### config.mk
export PLATFORM = sky130hd
export DESIGN_NAME = pipe_hazard_ctrl_flat
export DESIGN_NICKNAME = d
export VERILOG_FILES = /design/src/rtl/pipe_hazard_ctrl_if.sv /design/src/rtl/pipe_hazard_ctrl.sv /design/src/flat_wrapper.sv
export SDC_FILE = /design/constraint.sdc
export NUM_CORES = 1
export LEC_CHECK = 0
export CAP_MARGIN = 20
export CORE_ASPECT_RATIO = 1.1
export CORE_UTILIZATION = 45
export CTS_CLUSTER_DIAMETER = 50
export CTS_CLUSTER_SIZE = 16
export DETAILED_ROUTE_END_ITERATION = 16
export GPL_TIMING_DRIVEN = 0
export PLACE_DENSITY = 0.79
export RECOVER_POWER = 25
export SLEW_MARGIN = 20
export SYNTH_ARGS = -nofsm -noshare
export SYNTH_HDL_FRONTEND = slang
export SYNTH_SLANG_ARGS = --single-unit
### constraint.sdc
create_clock -name clk_i -period 3.9 [get_ports clk_i]
set_input_delay 0.39 -clock clk_i [delete_from_list [all_inputs] [get_ports clk_i]]
set_output_delay 0.39 -clock clk_i [all_outputs]
set_load 0.1 [all_outputs]
### src/rtl/pipe_hazard_ctrl_if.sv
// Pipeline-side signals of the hazard controller: decoded ID/EX/MEM info in, stage controls out.
interface pipe_hazard_ctrl_if #(
  parameter int unsigned CntWidth = 16
);
  logic [4:0]          rs1_ID;
  logic [4:0]          rs2_ID;
  logic                rs1_used_ID;
  logic                rs2_used_ID;
  logic [4:0]          rd_EX;
  logic                RegWEn_EX;
  logic                load_EX;
  logic                PCSel_EX;
  logic                dmem_req_MEM;
  logic                dmem_ack_i;
  logic                pc_en_o;
  logic                ifid_en_o;
  logic                ifid_flush_o;
  logic                idex_en_o;
  logic                idex_flush_o;
  logic                exmem_en_o;
  logic [CntWidth-1:0] stall_cnt_o;
  logic [CntWidth-1:0] flush_cnt_o;
  logic                mem_timeout_o;

  modport master (
    output rs1_ID, rs2_ID, rs1_used_ID, rs2_used_ID, rd_EX, RegWEn_EX, load_EX, PCSel_EX,
    output dmem_req_MEM, dmem_ack_i,
    input  pc_en_o, ifid_en_o, ifid_flush_o, idex_en_o, idex_flush_o, exmem_en_o,
    input  stall_cnt_o, flush_cnt_o, mem_timeout_o
  );

  modport slave (
    input  rs1_ID, rs2_ID, rs1_used_ID, rs2_used_ID, rd_EX, RegWEn_EX, load_EX, PCSel_EX,
    input  dmem_req_MEM, dmem_ack_i,
    output pc_en_o, ifid_en_o, ifid_flush_o, idex_en_o, idex_flush_o, exmem_en_o,
    output stall_cnt_o, flush_cnt_o, mem_timeout_o
  );
endinterface

### src/rtl/pipe_hazard_ctrl.sv
// Five-stage pipeline hazard controller: load-use bubbles, redirect squashes, dmem wait freezes,
// plus saturating stall/flush counters and a sticky memory-timeout flag.
module pipe_hazard_ctrl #(
  parameter int unsigned FlushCycles = 1,
  parameter int unsigned MemTimeout  = 255,
  parameter int unsigned CntWidth    = 16
) (
  input  logic              clk_i,
  input  logic              rst_ni,
  pipe_hazard_ctrl_if.slave bus
);

  typedef enum logic [1:0] {StRun, StFlush, StMemWait} state_e;

  state_e              r_state_q, w_state_d;
  state_e              r_ret_q, w_ret_d;
  logic [2:0]          r_fcnt_q, w_fcnt_d;
  logic [15:0]         r_wait_q, w_wait_d;
  logic                r_to_q;
  logic [CntWidth-1:0] r_stall_q, r_flush_q;

  logic w_mem_wait, w_lu, w_redirect;
  logic w_pc_en, w_ifid_en, w_ifid_flush, w_idex_en, w_idex_flush, w_exmem_en;

  assign w_mem_wait = bus.dmem_req_MEM & ~bus.dmem_ack_i;
  assign w_lu = bus.load_EX & bus.RegWEn_EX & (bus.rd_EX != 5'd0) &
                ((bus.rs1_used_ID & (bus.rs1_ID == bus.rd_EX)) |
                 (bus.rs2_used_ID & (bus.rs2_ID == bus.rd_EX)));

  always_comb begin
    w_pc_en      = 1'b0;
    w_ifid_en    = 1'b0;
    w_ifid_flush = 1'b0;
    w_idex_en    = 1'b0;
    w_idex_flush = 1'b0;
    w_exmem_en   = 1'b0;
    w_redirect   = 1'b0;
    w_state_d    = r_state_q;
    w_ret_d      = r_ret_q;
    w_fcnt_d     = r_fcnt_q;
    w_wait_d     = r_wait_q;
    unique case (r_state_q)
      StRun: begin
        if (w_mem_wait) begin
          w_state_d = StMemWait;
          w_ret_d   = StRun;
          w_wait_d  = 16'd1;
        end else begin
          {w_pc_en, w_ifid_en, w_idex_en, w_exmem_en} = 4'b1111;
          if (bus.PCSel_EX) begin
            w_ifid_flush = 1'b1;
            w_idex_flush = 1'b1;
            w_redirect   = 1'b1;
            if (FlushCycles != 0) begin
              w_state_d = StFlush;
              w_fcnt_d  = 3'(FlushCycles);
            end
          end else if (w_lu) begin
            // Hold PC and IF/ID, inject a bubble into ID/EX while the load moves on.
            w_pc_en      = 1'b0;
            w_ifid_en    = 1'b0;
            w_idex_flush = 1'b1;
          end
        end
      end
      StFlush: begin
        if (w_mem_wait) begin
          w_state_d = StMemWait;
          w_ret_d   = StFlush;
          w_wait_d  = 16'd1;
        end else begin
          {w_pc_en, w_ifid_en, w_idex_en, w_exmem_en} = 4'b1111;
          w_ifid_flush = 1'b1;
          w_fcnt_d     = r_fcnt_q - 3'd1;
          if (r_fcnt_q == 3'd1) w_state_d = StRun;
        end
      end
      StMemWait: begin
        if (w_mem_wait) begin
          if (r_wait_q < 16'(MemTimeout)) w_wait_d = r_wait_q + 16'd1;
        end else begin
          // Ack, or the request dropping, both count as completion.
          {w_pc_en, w_ifid_en, w_idex_en, w_exmem_en} = 4'b1111;
          w_state_d = r_ret_q;
          w_wait_d  = 16'd0;
        end
      end
      default: w_state_d = StRun;
    endcase
    if (!rst_ni) begin
      {w_pc_en, w_ifid_en, w_ifid_flush, w_idex_en, w_idex_flush, w_exmem_en} = 6'b0;
      w_redirect = 1'b0;
    end
  end

  always_ff @(posedge clk_i) begin
    if (!rst_ni) begin
      r_state_q <= StRun;
      r_ret_q   <= StRun;
      r_fcnt_q  <= 3'd0;
      r_wait_q  <= 16'd0;
      r_to_q    <= 1'b0;
      r_stall_q <= '0;
      r_flush_q <= '0;
    end else begin
      r_state_q <= w_state_d;
      r_ret_q   <= w_ret_d;
      r_fcnt_q  <= w_fcnt_d;
      r_wait_q  <= w_wait_d;
      r_to_q    <= r_to_q | (w_wait_d == 16'(MemTimeout));
      if (!w_pc_en && (r_stall_q != {CntWidth{1'b1}})) r_stall_q <= r_stall_q + 1'b1;
      if (w_redirect && (r_flush_q != {CntWidth{1'b1}})) r_flush_q <= r_flush_q + 1'b1;
    end
  end

  assign bus.pc_en_o       = w_pc_en;
  assign bus.ifid_en_o     = w_ifid_en;
  assign bus.ifid_flush_o  = w_ifid_flush;
  assign bus.idex_en_o     = w_idex_en;
  assign bus.idex_flush_o  = w_idex_flush;
  assign bus.exmem_en_o    = w_exmem_en;
  assign bus.stall_cnt_o   = r_stall_q;
  assign bus.flush_cnt_o   = r_flush_q;
  assign bus.mem_timeout_o = r_to_q;

endmodule

### src/flat_wrapper.sv
// flat-port wrapper written by rule: the top's interface ports become plain ports
module pipe_hazard_ctrl_flat 
#(
  parameter int unsigned FlushCycles = 1,
  parameter int unsigned MemTimeout  = 255,
  parameter int unsigned CntWidth    = 16
)
  (clk_i, rst_ni, bus_rs1_ID, bus_rs2_ID, bus_rs1_used_ID, bus_rs2_used_ID, bus_rd_EX, bus_RegWEn_EX, bus_load_EX, bus_PCSel_EX, bus_dmem_req_MEM, bus_dmem_ack_i, bus_pc_en_o, bus_ifid_en_o, bus_ifid_flush_o, bus_idex_en_o, bus_idex_flush_o, bus_exmem_en_o, bus_stall_cnt_o, bus_flush_cnt_o, bus_mem_timeout_o);
  pipe_hazard_ctrl_if #(.CntWidth(CntWidth)) bus_i ();
  input  logic clk_i;
  input  logic rst_ni;
  input wire logic [$bits(bus_i.rs1_ID)-1:0] bus_rs1_ID;
  input wire logic [$bits(bus_i.rs2_ID)-1:0] bus_rs2_ID;
  input wire logic [$bits(bus_i.rs1_used_ID)-1:0] bus_rs1_used_ID;
  input wire logic [$bits(bus_i.rs2_used_ID)-1:0] bus_rs2_used_ID;
  input wire logic [$bits(bus_i.rd_EX)-1:0] bus_rd_EX;
  input wire logic [$bits(bus_i.RegWEn_EX)-1:0] bus_RegWEn_EX;
  input wire logic [$bits(bus_i.load_EX)-1:0] bus_load_EX;
  input wire logic [$bits(bus_i.PCSel_EX)-1:0] bus_PCSel_EX;
  input wire logic [$bits(bus_i.dmem_req_MEM)-1:0] bus_dmem_req_MEM;
  input wire logic [$bits(bus_i.dmem_ack_i)-1:0] bus_dmem_ack_i;
  output wire logic [$bits(bus_i.pc_en_o)-1:0] bus_pc_en_o;
  output wire logic [$bits(bus_i.ifid_en_o)-1:0] bus_ifid_en_o;
  output wire logic [$bits(bus_i.ifid_flush_o)-1:0] bus_ifid_flush_o;
  output wire logic [$bits(bus_i.idex_en_o)-1:0] bus_idex_en_o;
  output wire logic [$bits(bus_i.idex_flush_o)-1:0] bus_idex_flush_o;
  output wire logic [$bits(bus_i.exmem_en_o)-1:0] bus_exmem_en_o;
  output wire logic [$bits(bus_i.stall_cnt_o)-1:0] bus_stall_cnt_o;
  output wire logic [$bits(bus_i.flush_cnt_o)-1:0] bus_flush_cnt_o;
  output wire logic [$bits(bus_i.mem_timeout_o)-1:0] bus_mem_timeout_o;
  assign bus_i.rs1_ID = bus_rs1_ID;
  assign bus_i.rs2_ID = bus_rs2_ID;
  assign bus_i.rs1_used_ID = bus_rs1_used_ID;
  assign bus_i.rs2_used_ID = bus_rs2_used_ID;
  assign bus_i.rd_EX = bus_rd_EX;
  assign bus_i.RegWEn_EX = bus_RegWEn_EX;
  assign bus_i.load_EX = bus_load_EX;
  assign bus_i.PCSel_EX = bus_PCSel_EX;
  assign bus_i.dmem_req_MEM = bus_dmem_req_MEM;
  assign bus_i.dmem_ack_i = bus_dmem_ack_i;
  assign bus_pc_en_o = bus_i.pc_en_o;
  assign bus_ifid_en_o = bus_i.ifid_en_o;
  assign bus_ifid_flush_o = bus_i.ifid_flush_o;
  assign bus_idex_en_o = bus_i.idex_en_o;
  assign bus_idex_flush_o = bus_i.idex_flush_o;
  assign bus_exmem_en_o = bus_i.exmem_en_o;
  assign bus_stall_cnt_o = bus_i.stall_cnt_o;
  assign bus_flush_cnt_o = bus_i.flush_cnt_o;
  assign bus_mem_timeout_o = bus_i.mem_timeout_o;
  pipe_hazard_ctrl #(.FlushCycles(FlushCycles), .MemTimeout(MemTimeout), .CntWidth(CntWidth)) u_core (.clk_i(clk_i), .rst_ni(rst_ni), .bus(bus_i));
endmodule
==> results.toml <==
[power]
p_leak_nw = 1.32
total_power_mw = 1.21
power_density_nw_per_um2 = 308
ir_worst_vdd_mv = 0.245

[sta]
clock_skew_ns = 0.00612
relSlewSlack_pct = 33.0
rsz0062_at_grt = "no"
drv_slew = 0
fin_tns_setup_ns = 0
setup_viol = 0
post-route-period-util_pct = 95.6
final.min_clock_period_ns = 3.73
tightestPinTransition_ns = 1.00
fmax_mhz = 268
finalHoldViolCount = 0

[synth]
synth_top_flop_cell = "dfxtp_1"
ys_types = 64
ys_ff_latch = 55
synthArstFlopShare_pct = 0
synth_edf_count = 0
synthCells = 365
yosysTopAreaCell = "dfxtp_1"
yosysWarnings = 0
synthTopCellsByCount = "dfxtp_1 (55), nor2_1 (31), nand2_1 (28)"
yosysMostFrequentCell = "dfxtp_1"
yosysTopAreaCellShare_pct = 35.0
avgSynthCellArea_um2 = 8.62
synth.area.top_cells = "dfxtp_1 (35%), xnor2_1 (6.7%), a21oi_1 (4.0%)"
netlist_area_um2 = 3150
synth.net_count = 398
ys_seq_area_share_pct = 35.0

[finish]
syn_to_final_growth_pct = 24.8
design_area_um2 = 3930
antennaDiodeCount = 0
num-fill-cells = 622
drive_gt1_share_pct = 8.53
final_nets = 466
final_cells = 516
fin_util_pct = 58.9

[place]
portBuffers = 61
dpl-instance-area_um2 = 3870
dp.cells = 508
post-dp-hpwl_um = 5510
gp_congestion = 0.866

[floorplan]
rows = 31
die_area_um2 = 7330
core_area_um2 = 6670
start_util_pct = 47.2
ioPinCount = 63
die_x_um = 81.7
die_y_um = 89.7

[cts]
clk_latency_ns = 0.31
numCtsBuffers = 5
htreeDepth = 2
cts_tree = "done"
post_cts_buffers = 0
clock_sinks = 55
clkTransAtPathRegs_ns = 0.10
root_buffer = "clkbuf_8"
cts_max_path_buffers = 2

[drt]
ant_nets = 0
wl_um = 7420
first_pass_iters = 4
drtIter0Drc = 145
vias = 2949
wl_per_cell_um = 14.4
drc_errors = 0
routed_via_density = 5.72

[outcome]
outcome = "finished clean"

[grt]
antenna_found_initial = 0
first_global_vias = 2794
grt_remaining_overflow = 0
grt_max_degree = 18
grt_pass1_wl_um = 12400
grt_use_total_pct = 20.8

[critical_path]
cpLargestDelayFamily = "buffers and inverters"
slowest_stage = "clkdlybuf4s50_1"
endpoint_kind = "output port"
required_ns = 3.51
path_cells = "clkdlybuf4s50_1 > or4_1 > o211ai_2 > nor3_2 > a21oi_4 > buf_6 > buf_8 > clkdlybuf4s50_1"
critPathBufInv = 4
cp-start-kind = "input pin"
crit_top_cell = "clkdlybuf4s50_1"
critPathMaxStageDelay_ns = 1.13
worstPathMaxFanout = 11
arrival_ns = 3.34
crit_type = "input pin to output port"
regToRegSetupSlack_ns = 1.30

[worst_hold_path]
hold_path.class = "input pin to flip-flop"

[flow_run]
max_cap_violations = 0
## what timing repair did
action	in CTS	in global routing
resized for setup	0	1
setup endpoints to repair	0	1
hold buffers	0	0
## cells in the final DEF (no fill, tap or decap), types with 7 or more instances in the layout
master and count:
xnor2_1 24, or3_1 9, nand3_1 20, inv_1 13, a21oi_1 25, ha_1 9, o21ai_1 8, dfxtp_1 55
o21ai_0 7, nand4_1 7, nor3_1 12, nor2_1 31, nand2_1 28, or4_1 9, clkdlybuf4s50_1 60
## per-layer routing
metal	routed length, um	GRT usage, %	up-vias
li1	-	-	1478
met1	3180	25.6	1371
met2	3730	36.2	83
met3	367	3.05	17
met4	146	7.02	0
met5	0	0	-
## final timing paths
path                                                   to  cells past startpoint                                    start
hold / removal    u_core.bus.stall_cnt_o[14]$_SDFFE_PN0P_                      3                                   rst_ni
setup / recovery                            bus_ifid_en_o                      8                             bus_rd_EX[0]
setup reg to reg      u_core.bus.mem_timeout_o$_SDFF_PN0_                      9         u_core.r_state_q[0]$_SDFFE_PN0P_
hold reg to reg   u_core.bus.stall_cnt_o[14]$_SDFFE_PN0P_                      2  u_core.bus.stall_cnt_o[14]$_SDFFE_PN0P_
## state kept, by name (all words and copies together) (netlist names)
signal and cells:
u_core.bus.flush_cnt_o 16, u_core.r_ret_q 1, u_core.bus.stall_cnt_o 16, u_core.r_wait_q 16, u_core.r_fcnt_q 3, u_core.r_state_q 2
u_core.bus.mem_timeout_o 1
## final cells by class
| class | count | area [um2] | area share, % |
|---|---|---|---|
| Timing Repair Buffer | 61 | 613 | 15.6 |
| Tap cell | 82 | 103 | 2.61 |
| Buffer | 17 | 116 | 2.96 |
| Sequential cell | 55 | 1100 | 28.0 |
| Clock buffer | 6 | 72.6 | 1.85 |
| Multi-Input combinational cell | 280 | 1860 | 47.3 |
| Clock inverter | 2 | 16.3 | 0.414 |
| Inverter | 13 | 48.8 | 1.24 |
## worst reg2reg max path, cell delays in order, from the launching register on
cell and delay, ns:
dfxtp_1 0.40, inv_1 0.09, ha_1 0.19, clkbuf_1 0.19
or2_0 0.30, a21o_1 0.30, nor4_1 0.44, or4_1 0.17
and4b_1 0.19, a32o_1 0.24
## cells by family after synthesis
logic type      Yosys count  synth area share (%)
compound gates           75                  16.4
xor+xnor                 25                  6.96
fa+ha+maj                 9                  3.58
buf+inv                  30                  5.29
flops                    55                  35.0
mux                       2                 0.636
simple gates            169                  32.2
## where the power goes
| group | switching, mW | internal (mW) |
|---|---|---|
| registers | 0.0163 | 0.575 |
| logic | 0.194 | 0.102 |
| clock network | 0.196 | 0.130 |
## through the flow
| step | setup slack (ns) | hold WS, ns |
|---|---|---|
| final | 0.173 | 0.349 |
| after floorplan | 0.224 | 0.454 |
| after global routing | 0.0707 | 0.353 |
| after detailed placement | 0.0793 | 0.473 |
| after global placement | 0.117 | 0.472 |
| after CTS | 0.0786 | 0.344 |
Power figures use the tool's default switching activity.
